File: config.mk
export PLATFORM = sky130hd
export DESIGN_NAME = pipeline_stall_ctrl
export DESIGN_NICKNAME = d
export VERILOG_FILES = /design/src/rtl/pipeline_stall_ctrl.sv
export SDC_FILE = /design/constraint.sdc
export NUM_CORES = 1
export LEC_CHECK = 0
export CORE_MARGIN = 1.5
export CORE_UTILIZATION = 43
export CTS_CLUSTER_SIZE = 30
export DETAILED_ROUTE_END_ITERATION = 16
export GPL_TIMING_DRIVEN = 1
export PLACE_DENSITY_LB_ADDON = 0.15
export SYNTH_ARGS = -nofsm -noshare
export SYNTH_HDL_FRONTEND = slang
export SYNTH_SLANG_ARGS = --single-unit
File: constraint.sdc
create_clock -name clock -period 2.6 [get_ports clock]
set_input_delay 0.52 -clock clock [delete_from_list [all_inputs] [get_ports clock]]
set_output_delay 0.52 -clock clock [all_outputs]
set_load 0.05 [all_outputs]
File: src/rtl/pipeline_stall_ctrl.sv
// pipeline_stall_ctrl: stall/flush sequencer for the 5-stage pipeline (memory wait > load-use > branch flush)
module pipeline_stall_ctrl #(
  parameter int MAX_WAIT = 15,
  parameter int CNT_W = 16
) (
  input  logic             clock,
  input  logic             reset,
  input  logic             ewreg,
  input  logic             em2reg,
  input  logic [4:0]       edestReg,
  input  logic [4:0]       drs,
  input  logic [4:0]       drt,
  input  logic             d_uses_rs,
  input  logic             d_uses_rt,
  input  logic             branch_taken,
  input  logic             mmem_op,
  input  logic             mem_ready,
  output logic             mem_req,
  output logic             pc_en,
  output logic             ifid_en,
  output logic             idex_en,
  output logic             exmem_en,
  output logic             ifid_flush,
  output logic             idex_bubble,
  output logic             memwb_bubble,
  output logic             mem_err,
  output logic [CNT_W-1:0] stall_count
);
  localparam int WW = $clog2(MAX_WAIT + 1);
  typedef enum logic [1:0] {RUN, MEM_WAIT, ERROR} state_t;
  state_t state, state_n;
  logic [WW-1:0] wait_cnt, wait_n;
  logic load_use, err_set;
  assign load_use = ewreg & em2reg & (edestReg != 5'd0) &
                    ((d_uses_rs & (drs == edestReg)) | (d_uses_rt & (drt == edestReg)));
  always_comb begin
    state_n = state;
    wait_n = wait_cnt;
    err_set = 1'b0;
    mem_req = 1'b0;
    {pc_en, ifid_en, idex_en, exmem_en} = 4'b0000;
    ifid_flush = 1'b0;
    idex_bubble = 1'b0;
    memwb_bubble = 1'b0;
    if (reset) begin
      {ifid_flush, idex_bubble, memwb_bubble} = 3'b111;
      state_n = RUN;
      wait_n = '0;
    end else begin
      case (state)
        RUN: begin
          mem_req = mmem_op;
          if (mmem_op && !mem_ready) begin
            memwb_bubble = 1'b1;
            state_n = MEM_WAIT;
            wait_n = WW'(1);
          end else if (load_use) begin
            {idex_en, exmem_en, idex_bubble} = 3'b111;
          end else begin
            {pc_en, ifid_en, idex_en, exmem_en} = 4'b1111;
            ifid_flush = branch_taken;
          end
        end
        MEM_WAIT: begin
          mem_req = 1'b1;
          if (mem_ready) begin
            {pc_en, ifid_en, idex_en, exmem_en} = 4'b1111;
            ifid_flush = branch_taken;
            state_n = RUN;
          end else begin
            memwb_bubble = 1'b1;
            state_n = (wait_cnt == WW'(MAX_WAIT)) ? ERROR : MEM_WAIT;
            err_set = (wait_cnt == WW'(MAX_WAIT));
            wait_n = (wait_cnt == WW'(MAX_WAIT)) ? wait_cnt : wait_cnt + 1'b1;
          end
        end
        default: {idex_bubble, memwb_bubble} = 2'b11;
      endcase
    end
  end
  always_ff @(posedge clock) begin
    if (reset) begin
      state <= RUN;
      wait_cnt <= '0;
      mem_err <= 1'b0;
      stall_count <= '0;
    end else begin
      state <= state_n;
      wait_cnt <= wait_n;
      if (err_set) mem_err <= 1'b1;
      if (!pc_en && stall_count != '1) stall_count <= stall_count + 1'b1;
    end
  end
endmodule

# Yosys cells after proc, flatten, opt, wreduce, memory -nomap -nowiden
# Cells that the tools add are included.
dict set report op_classes {
  n_addsub 2
  n_eq_ne 8
  muxes 34
  n_bitwise 6
  n_reduce_logical 9
}
# operator count
set op_table {}
lappend op_table {{two-way mux 1 bit} 20}
lappend op_table {{adder 16 x 1 -> 16 bit (second input constant)} 1}
lappend op_table {{inequality test 16 bit (second input constant)} 1}
lappend op_table {{two-way mux 4 bit} 3}
lappend op_table {{case mux 1 bit (2 select lines)} 6}
lappend op_table {{== test 5 bit} 2}
lappend op_table {{case mux 4 bit (2 select lines)} 1}
lappend op_table {{two-way mux 2 bit} 3}
lappend op_table {{inequality test 2 bit (second input constant)} 3}
lappend op_table {{bitwise AND 1 bit} 5}
lappend op_table {{nonzero test 5 bit} 1}
lappend op_table {{adder 4 x 1 -> 4 bit (second input constant)} 1}
lappend op_table {{== test 4 bit (second input constant)} 1}
lappend op_table {{case mux 2 bit (2 select lines)} 1}
lappend op_table {{AND reduction 4 bit} 1}
lappend op_table {{== test 2 x 1 -> 1 bit (second input constant)} 1}
lappend op_table {{logical AND 1 bit} 2}
lappend op_table {{logical NOT 1 bit} 2}
lappend op_table {{logical NOT 2 bit} 1}
lappend op_table {{AND reduction 2 bit} 1}
lappend op_table {{nonzero test 2 bit} 1}
lappend op_table {{OR 1 bit} 1}
dict set report word_totals {
  regBits 23
  out_inout_bits 25
  elab_cells 63
}

# Logic depth before layout (Yosys ltp)
# Gate-level depths: netlist of the first run.
dict set report depth {
  depth_word 10
  ltp_mapped 9
  depth_no_buf 8
}

# Worst setup path after synthesis of the first run
# Ideal clock, no wire load.
dict set report synth_path {
  kind {input port to output port}
  start {input mmem_op}
  end {output pc_en}
  arrival_time_ns 3.335
  required_ns 2.080
  path_slack_ns -1.255
  path_stages 7
  n_path_buf 2
  cell_sequence {nor2_1 nor2_1 nor3_1 inv_1 a21oi_2 buf_6 buf_4}
}
dict set report synth_via {
  elab_chain_len 4
}
# element line_no
set synth_lines {}
lappend synth_lines {{from (decl)} 16} ;# input logic mmem_op,
lappend synth_lines {{logical AND 1 bit} 53} ;# if (mmem_op && !mem_ready) begin
lappend synth_lines {{two-way mux 1 bit} -}
lappend synth_lines {{case mux 1 bit (2 select lines)} -}
lappend synth_lines {{two-way mux 1 bit} -}
lappend synth_lines {{to (decl)} 19} ;# output logic pc_en,
# Every way passes these cells.

# Worst setup path after layout of the first run
dict set report layout_path {
  start {input edestReg[2]}
  end {output ifid_flush}
}
dict set report layout_via {
  elab_chain_len 8
}
# element line_no
set layout_lines {}
lappend layout_lines {{from (decl)} 10} ;# input logic [4:0] edestReg,
lappend layout_lines {{== test 5 bit} 35} ;# ((d_uses_rs & (drs == edestReg)) | (d_uses_rt & (drt == edestReg)));
lappend layout_lines {{bitwise AND 1 bit} 35}
lappend layout_lines {{OR 1 bit} 35}
lappend layout_lines {{bitwise AND 1 bit (*)} 34} ;# assign load_use = ewreg & em2reg & (edestReg != 5'd0) &
lappend layout_lines {{two-way mux 1 bit (*)} 57} ;# end else if (load_use) begin
lappend layout_lines {{two-way mux 1 bit (*)} 53}
lappend layout_lines {{case mux 1 bit (2 select lines) (*)} 50} ;# case (state)
lappend layout_lines {{two-way mux 1 bit (*)} 45} ;# if (reset) begin
lappend layout_lines {{to (decl)} 23} ;# output logic ifid_flush,
# Mark *: on every way between the ends. The rest lies on a longest branch, timed or not.

==> results of run 1 <==
==> cells by family (layout without fill, tap and decap cells) <==
| family | Yosys count | after routing | share of synthesized area |
|---|---|---|---|
| flops | 23 | 23 | 0.356 |
| xor+xnor | 23 | 23 | 0.156 |
| simple gates | 74 | 74 | 0.290 |
| compound gates | 22 | 22 | 0.127 |
| fa+ha+maj | 2 | 2 | 0.0193 |
| buf+inv | 13 | 75 | 0.0522 |
==> cells in the mapped netlist, drive strengths merged (4+ instances only) <==
master,number
xnor2,21
a21oi,10
nand4,4
nand3,12
nor2,24
buf,5
nor4,4
nor3,9
inv,5
dfxtp,23
nand2,10
==> registers in the layout, indices dropped and copies added, names as in the netlist <==
signal       cells
mem_err          1
stall_count     16
state            2
wait_cnt         4
==> metrics by stage <==
stage	hold WS, ns	total power [uW]	cells	area, um^2
finish	0.493	754	250	2060
global route	0.529	788	250	2060
CTS	0.502	758	249	2020
detailed placement	0.472	598	243	1980
global placement	0.456	593	243	1980
floorplan	0.464	494	157	1350
==> layout by cell type, fill, tap and decap left out, types with 2 or more instances in the layout <==
cell type	synthesis	final
buf_4	3	19
xnor2_1	21	20
nor4_1	4	4
dfxtp_1	23	23
a21oi_1	9	9
nand3_1	12	12
buf_2	0	2
nor2_1	24	22
inv_1	5	4
nor3_1	8	7
nand2_1	10	10
buf_12	0	7
clkdlybuf4s50_1	0	26
dlymetal6s2s_1	0	9
nor4b_1	3	3
dlygate4sd2_1	0	2
ha_1	2	2
nand4_1	4	4
clkbuf_4	0	3
xor2_1	2	2
o21ai_0	2	2
==> power breakdown <==
part           switching (uW)  leakage (uW)  internal, uW  total [uW]
Sequential               8.75      0.000186           359         368
Clock                     103     0.0000177          57.4         161
Combinational             114      0.000603           112         226
Total                     226      0.000807           529         754
==> layer usage <==
metal	global-route usage	up-vias	routed length (um)
li1	-	675	-
met1	0.256	629	1440
met2	0.385	56	1830
met3	0.0491	6	270
met4	0.0598	0	48
met5	0	-	0
==> worst max-delay path, delay by kind of cell <==
| kind | cells | cell delay [ns] |
|---|---|---|
| AOI/OAI and AO/OA | 4 | 0.88 |
| and+or+nand+nor | 1 | 0.36 |
| buffers and inverters | 2 | 0.26 |
==> cell type report <==
class | instances | share of cell area
clock buffer | 3 | 0.0109
clock inverter | 1 | 0.00243
inverter | 5 | 0.0109
multi-input combinational | 121 | 0.400
sequential | 23 | 0.223
tap | 31 | 0.0188
timing repair buffer | 66 | 0.334
==> path summary, 6_finish.rpt <==
kind / startpoint / to / slack (ns) / depth (start not counted)
max: edestReg[2] / ifid_flush / 0.06 / 7
min: mem_err$_SDFFE_PP0P_ / mem_err$_SDFFE_PP0P_ / 0.49 / 2
max reg2reg: state[1]$_SDFFE_PP0P_ / stall_count[15]$_SDFFE_PP0P_ / 0.46 / 7
min reg2reg: mem_err$_SDFFE_PP0P_ / mem_err$_SDFFE_PP0P_ / 0.49 / 2
==> repair_timing <==
item | in CTS | in global routing
endpoints found under the setup margin | 5 | 4
resized for setup | 14 | 12
buffers inserted | 2 | 1
pin swaps | 6 | 13
==> reports/qor.txt, run 1 <==
CTS Buffer Depth = 2
Die X = 57.9 um
Yosys reg bits = 23
Syn_nets = 183
Setup CP Type = in -> out
Area added between synthesis and finish = 59.4%
Synth cell types = 38
Synth area leader = dfxtp_1
Ys flop type = dfxtp_1
Failing checks = design-rule violations
Power Density = 366 nW/um^2
Total CTS buffers = 3
Crit path required time = 2.08 ns
Hold Buf Count CTS = 0
Initial antenna violation count = 0
Die Span Y = 57.9 um
Slowest CP cell = or3_4
Peak supply drop = 284 uV
Top cell type's share of synthesized area = 0.356
Largest stage delay, worst path = 0.36 ns
F_max = 0.394 GHz
Util after Layout = 0.735
Vias = 1,366
Maximum capacitance violations = 0
Starting density of the core = 0.461
Share of cells above drive strength 1 = 0.219
Pre-CTS setup slack = -0.384 ns
Final HPWL DP = 2.66 mm
Fin. max-slew vios = 0
Routed wire per std cell = 14.4 um
Clk Latency, worst-skew pair = 0.31 ns
DR iter-0 viols = 69
# clock sinks = 23
CTS tree = done
Hold Crit Class = reg -> reg
Full die area = 3350 um^2
Critical path capture point type = output pin
WP data arrival = 2.02 ns
Synth top area cells = dfxtp_1, xnor2_1, nor2_1, nand3_1, a21oi_1
Total GRT Usage = 0.215
Async SR Flop Fraction = 0
Antenna viol nets, final = 0
Setup ws final = 0.0608 ns
Vias/cell = 5.46
Status = complete, but fails checks
Critical Path Fanout Max = 2
Startpoint types = primary input
Nets = 246
CP Cell Sequence = buf_2 > or3_4 > o311a_4 > o31a_4 > a211oi_4 > a21o_1 > buf_12
Crit path time final = 2.54 ns
# fillers = 216
Total grt overflow = 0
GP Congestion = 0.813
DR pass1 iterations = 10
Final setup TNS = 0 ns
Routed WL = 3.59 mm
Core Rows = 19
Synth Cell Area = 1290 um^2
Largest net degree at the start of global routing = 26
Root buf cell = clkbuf_4
Port bufs = 48
Unrepaired setup endpoints after global routing = no
CORE AREA = 2810 um^2
Reg area = 460 um^2
Tcrit/Tclk final = 0.977
Vias in the first global route = 1,316
Clock-pin slew on the worst setup and hold paths = 0.12 ns
Pleak = 0.000807 uW
Seq/Total Area, Yosys = 0.356
First-pass GRT wire length = 5.67 mm
Final setup fails = 0
EDFF count, synth = 0
Inserted Diodes = 0
Footprint of the multi-input gates = 825 um^2
Drt drc = 7
Worst rel slew slack = 0.655
Synth Instances = 157
Syn Area/Cell = 8.24 um^2
Ports = 49
Final hold vios = 0
Clock H-tree levels = 1
Warnings, synthesis = 0
Tightest Pin Transition = 0.516 ns
Setup Skew = 0.00540 ns
Note: power is estimated with default switching activity, not from simulation.
==> run 2: changes to the inputs <==
MAX_ROUTING_LAYER = met4   (was unset)
==> reports/qor.txt, run 2 (synthesis gave the netlist of run 1 again) <==
Drt drc = 7
Largest register FFs = 16
Unrepaired setup endpoints after global routing = no
CTS tree = done
Crit path time final = 2.54 ns
# clock sinks = 23
F_max = 0.394 GHz
Initial antenna violation count = 0
Biggest regs = stall_count x16, wait_cnt x4, state x2
Fin. max-slew vios = 0
RR Endpoint = stall_count[15]$_SDFFE_PP0P_
Hold path start = mem_err$_SDFFE_PP0P_
Power Density = 366 nW/um^2
Critical Path Fanout Max = 2
Footprint of the multi-input gates = 825 um^2
Ports = 49
Clock H-tree levels = 1
Clock-pin slew on the worst setup and hold paths = 0.12 ns
Vias = 1,371
Tcrit/Tclk final = 0.977
Total grt overflow = 0
Die X = 57.9 um
Setup ws final = 0.0588 ns
Status = complete, but fails checks
Crit path required time = 2.08 ns
# fillers = 216
Most common cell after layout, fill and taps aside = clkdlybuf4s50_1
Total CTS buffers = 3
Core Rows = 19
Final setup TNS = 0 ns
Antenna viol nets, final = 0
CTS Buffer Depth = 2
Area added between synthesis and finish = 59.4%
Total power = 755 uW
Nets = 246
Share of cells above drive strength 1 = 0.219
Tightest Pin Transition = 0.517 ns
Vias in the first global route = 1,316
Most frequent cells in the layout = clkdlybuf4s50_1, dfxtp_1, nor2_1
Root buf cell = clkbuf_4
DR pass1 iterations = 10
Largest net degree at the start of global routing = 26
Full die area = 3350 um^2
Setup Skew = 0.00432 ns
Worst rel slew slack = 0.654
Worst-case reg-to-reg path depth = 7
DP Area = 1980 um^2
Hold Crit Class = reg -> reg
Final setup fails = 0
Startpoint types = primary input
Pre-CTS setup slack = -0.384 ns
Port bufs = 48
Largest reg by FF count = stall_count
First-pass GRT wire length = 5.66 mm
DR iter-0 viols = 70
Pleak = 0.000807 uW
GP Congestion = 0.825
Critical path capture point type = output pin
WP data arrival = 2.02 ns
Routed WL = 3.61 mm
Worst Hold Path EP = mem_err$_SDFFE_PP0P_
Vias/cell = 5.48
Finished layout cell area = 2060 um^2
Worst r2r src = state[1]$_SDFFE_PP0P_
Hold Buf Count CTS = 0
Routed wire per std cell = 14.5 um
Starting density of the core = 0.461
Total GRT Usage = 0.221
CORE AREA = 2810 um^2
WHS Path Cells = 2
Maximum capacitance violations = 0
Clk Latency, worst-skew pair = 0.31 ns
Inserted Diodes = 0
Reg area = 460 um^2
Final hold vios = 0
Peak supply drop = 284 uV
Die Span Y = 57.9 um
Setup CP Type = in -> out
Final HPWL DP = 2.66 mm
Failing checks = design-rule violations
Register-to-register setup slack = 0.47 ns
## run 2: cell counts in the layout (fill, tap and decap cells not counted)
Identical to the previous run, type by type.
## run 2: critical path, stage by stage
cell	delay, ns
buf_2	0.11
or3_4	0.36
o311a_4	0.32
o31a_4	0.13
a211oi_4	0.24
a21o_1	0.20
buf_12	0.15
## run 2: how the worst max path moves through the flow
stage,startpoint,slack (ns),cells after the start,to
after floorplan,mmem_op,-0.24,7,pc_en
after global placement,edestReg[0],-0.33,7,ifid_flush
after detailed placement,edestReg[0],-0.38,7,ifid_flush
after CTS,edestReg[1],0.01,7,ifid_flush
after global routing,mmem_op,0.01,7,pc_en
final,edestReg[2],0.06,7,ifid_flush
## run 2: what timing repair did
item	in CTS	in global routing
endpoints found under the setup margin	5	4
gates resized for setup	14	12
pin swaps	6	13
cloned	0	0
setup buffers	2	1
## run 2: power breakdown
| group | internal [uW] | switching (uW) | leakage [uW] |
|---|---|---|---|
| sequential | 359 | 8.79 | 0.000186 |
| combinational | 112 | 114 | 0.000603 |
| clock | 57.4 | 103 | 0.0000177 |
| total | 529 | 226 | 0.000807 |
## run 2: layer usage
layer / wire length [um] / global-route usage / share of wire
met5: 0 / - / 0
met4: 48 / 0.0598 / 0.013
met3: 251 / 0.0491 / 0.069
met2: 1830 / 0.385 / 0.51
met1: 1480 / 0.256 / 0.41
## run 2: stage by stage
step | hold slack, ns | utilization | cells
floorplan | 0.464 | - | 157
global placement | 0.456 | 0.705 | 243
detailed placement | 0.472 | 0.705 | 243
CTS | 0.502 | 0.721 | 249
global route | 0.529 | 0.735 | 250
finish | 0.494 | 0.735 | 250
## run 2: final cells by class
cell class                      instances  share of cell area
Clock buffer                            3              0.0109
Tap cell                               31              0.0188
Sequential cell                        23               0.223
Inverter                                5              0.0109
Timing Repair Buffer                   66               0.334
Clock inverter                          1             0.00243
Multi-Input combinational cell        121               0.400
==> run 3: changes to the inputs <==
ABC_AREA = 1   (was unset)
CORE_UTILIZATION = 45   (was 43)
==> reports/qor.txt, run 3 <==
Status = complete, no violations
Most frequent cells in the layout = nand2_1, clkdlybuf4s50_1, nand3_1
Full die area = 3950 um^2
Fin. max-slew vios = 0
Antenna viol nets, final = 0
Initial antenna violation count = 0
Async SR Flop Fraction = 0
Crit path time final = 2.45 ns
Top cell type's share of synthesized area = 0.285
Core Rows = 21
Vias/cell = 4.91
DR pass1 iterations = 4
CTS Buffer Depth = 2
Setup Skew = 0.00327 ns
DR iter-0 viols = 87
Synth area leader = dfxtp_1
Largest reg by FF count = stall_count
GP Congestion = 0.882
Clock H-tree levels = 1
Share of cells above drive strength 1 = 0.149
Final setup TNS = 0 ns
CORE AREA = 3390 um^2
Most frequent cell after synthesis = nand2_1
Worst-case reg-to-reg path depth = 9
First-pass GRT wire length = 6.83 mm
Largest net degree at the start of global routing = 20
Ys flop type = dfxtp_1
Cell Count, Final, Fillers Out = 341
Pleak = 0.000889 uW
Unrepaired setup endpoints after global routing = no
Final hold vios = 0
Vias = 1,674
Peak supply drop = 302 uV
Synth Instances = 249
Warnings, synthesis = 0
# clock sinks = 23
EDFF count, synth = 0
Total grt overflow = 0
Routed wire per std cell = 11.5 um
Tcrit/Tclk final = 0.942
Power Density = 342 nW/um^2
Routed WL = 3.91 mm
Root buf cell = clkbuf_4
Crit path required time = 2.08 ns
RR Endpoint = stall_count[10]$_SDFFE_PP0P_
# fillers = 301
Ports = 49
Total GRT Usage = 0.218
CTS tree = done
Biggest regs = stall_count x16, wait_cnt x4, state x2
Vias in the first global route = 1,515
Hold path start = mem_err$_SDFFE_PP0P_
Worst Hold Path EP = mem_err$_SDFFE_PP0P_
Area added between synthesis and finish = 38.4%
Post-CTS Setup Inserts = 0
Most common cell after layout, fill and taps aside = nand2_1
WHS Path Cells = 2
Nets = 322
Syn Area/Cell = 6.48 um^2
Syn_nets = 275
Seq/Total Area, Yosys = 0.285
Register-to-register setup slack = 0.53 ns
Yosys reg bits = 23
Critical Path Fanout Max = 4
Die Span Y = 62.9 um
Critical path capture point type = output pin
Starting density of the core = 0.476
Die X = 62.9 um
Final setup fails = 0
Dpl cells = 337
Commonest cells post-synth = nand2_1, nand3_1, nor2_1
Setup CP Type = in -> out
Maximum capacitance violations = 0
Clk Latency, worst-skew pair = 0.32 ns
Startpoint types = primary input
Worst rel slew slack = 0.666
Total CTS buffers = 3
Footprint of the multi-input gates = 977 um^2
Drt drc = 0
Largest register FFs = 16
Synth top area cells = dfxtp_1, nand2_1, nand3_1, xor2_1, nor2_1
Reg area = 460 um^2
Hold Buf Count CTS = 0
Port bufs = 48
Hold Crit Class = reg -> reg
Util after Layout = 0.659
Synth cell types = 30
WP data arrival = 1.93 ns
Worst r2r src = stall_count[0]$_SDFFE_PP0P_
F_max = 0.408 GHz
Final HPWL DP = 2.98 mm
Tightest Pin Transition = 0.500 ns
Synth Cell Area = 1610 um^2
Clock-pin slew on the worst setup and hold paths = 0.14 ns
Inserted Diodes = 0
run 3: worst max-delay path by stage:
stage             endpoint   startpoint  depth (start not counted)
6_report        ifid_flush  edestReg[1]                         11
3_5_place_dp   idex_bubble  edestReg[1]                         10
4_1_cts        idex_bubble  edestReg[1]                         10
5_1_grt         ifid_flush  edestReg[0]                         11
2_1_floorplan  idex_bubble  edestReg[3]                          8
3_3_place_gp   idex_bubble  edestReg[1]                         10
run 3: area by class of cell:
cell class              count  share of cell area
flip-flops and latches     23               0.206
multi-input cells         183               0.438
clock buffers               3              0.0101
well taps                  46              0.0258
clock inverters             1             0.00336
repair buffers             50               0.258
inverters                  35              0.0589
run 3: kinds of logic after synthesis:
group	synth area share
fa+ha+maj	0.0155
xor+xnor	0.0760
flops	0.285
simple gates	0.401
compound gates	0.110
buf+inv	0.112
run 3: timing repair:
action	CTS	global route
endpoints found under the setup margin	0	1
resized for setup	0	1
endpoints found under the hold margin	0	0
run 3: critical path: stages:
cell and delay, ns:
clkdlybuf4s50_1 0.54, inv_2 0.05, nand2_1 0.05, nand2_1 0.04
nor2_1 0.09, nand3_1 0.07, nand2_1 0.09, nand3_1 0.11
nand4_1 0.09, nand2_1 0.10, buf_12 0.16
run 3: stage by stage:
step	cell area [um^2]	setup slack [ns]	total power (uW)	hold WS, ns
floorplan	1620	0.0875	492	0.453
global placement	2200	0.107	589	0.442
detailed placement	2200	0.0926	591	0.468
CTS	2230	0.0869	770	0.489
global route	2230	0.0258	805	0.510
finish	2230	0.150	764	0.484
run 3: per-layer routing:
metal / global-route usage / share of wire
met5: - / 0
met4: 0.0500 / 0.0074
met3: 0.0432 / 0.052
met2: 0.344 / 0.46
met1: 0.287 / 0.48
run 3: power breakdown:
part / switching, uW / internal (uW) / total (uW) / leakage [uW]
clock: 122 / 58.9 / 180 / 0.0000139
combinational: 119 / 96.1 / 215 / 0.000689
sequential: 9.87 / 359 / 369 / 0.000186
total: 251 / 514 / 764 / 0.000889
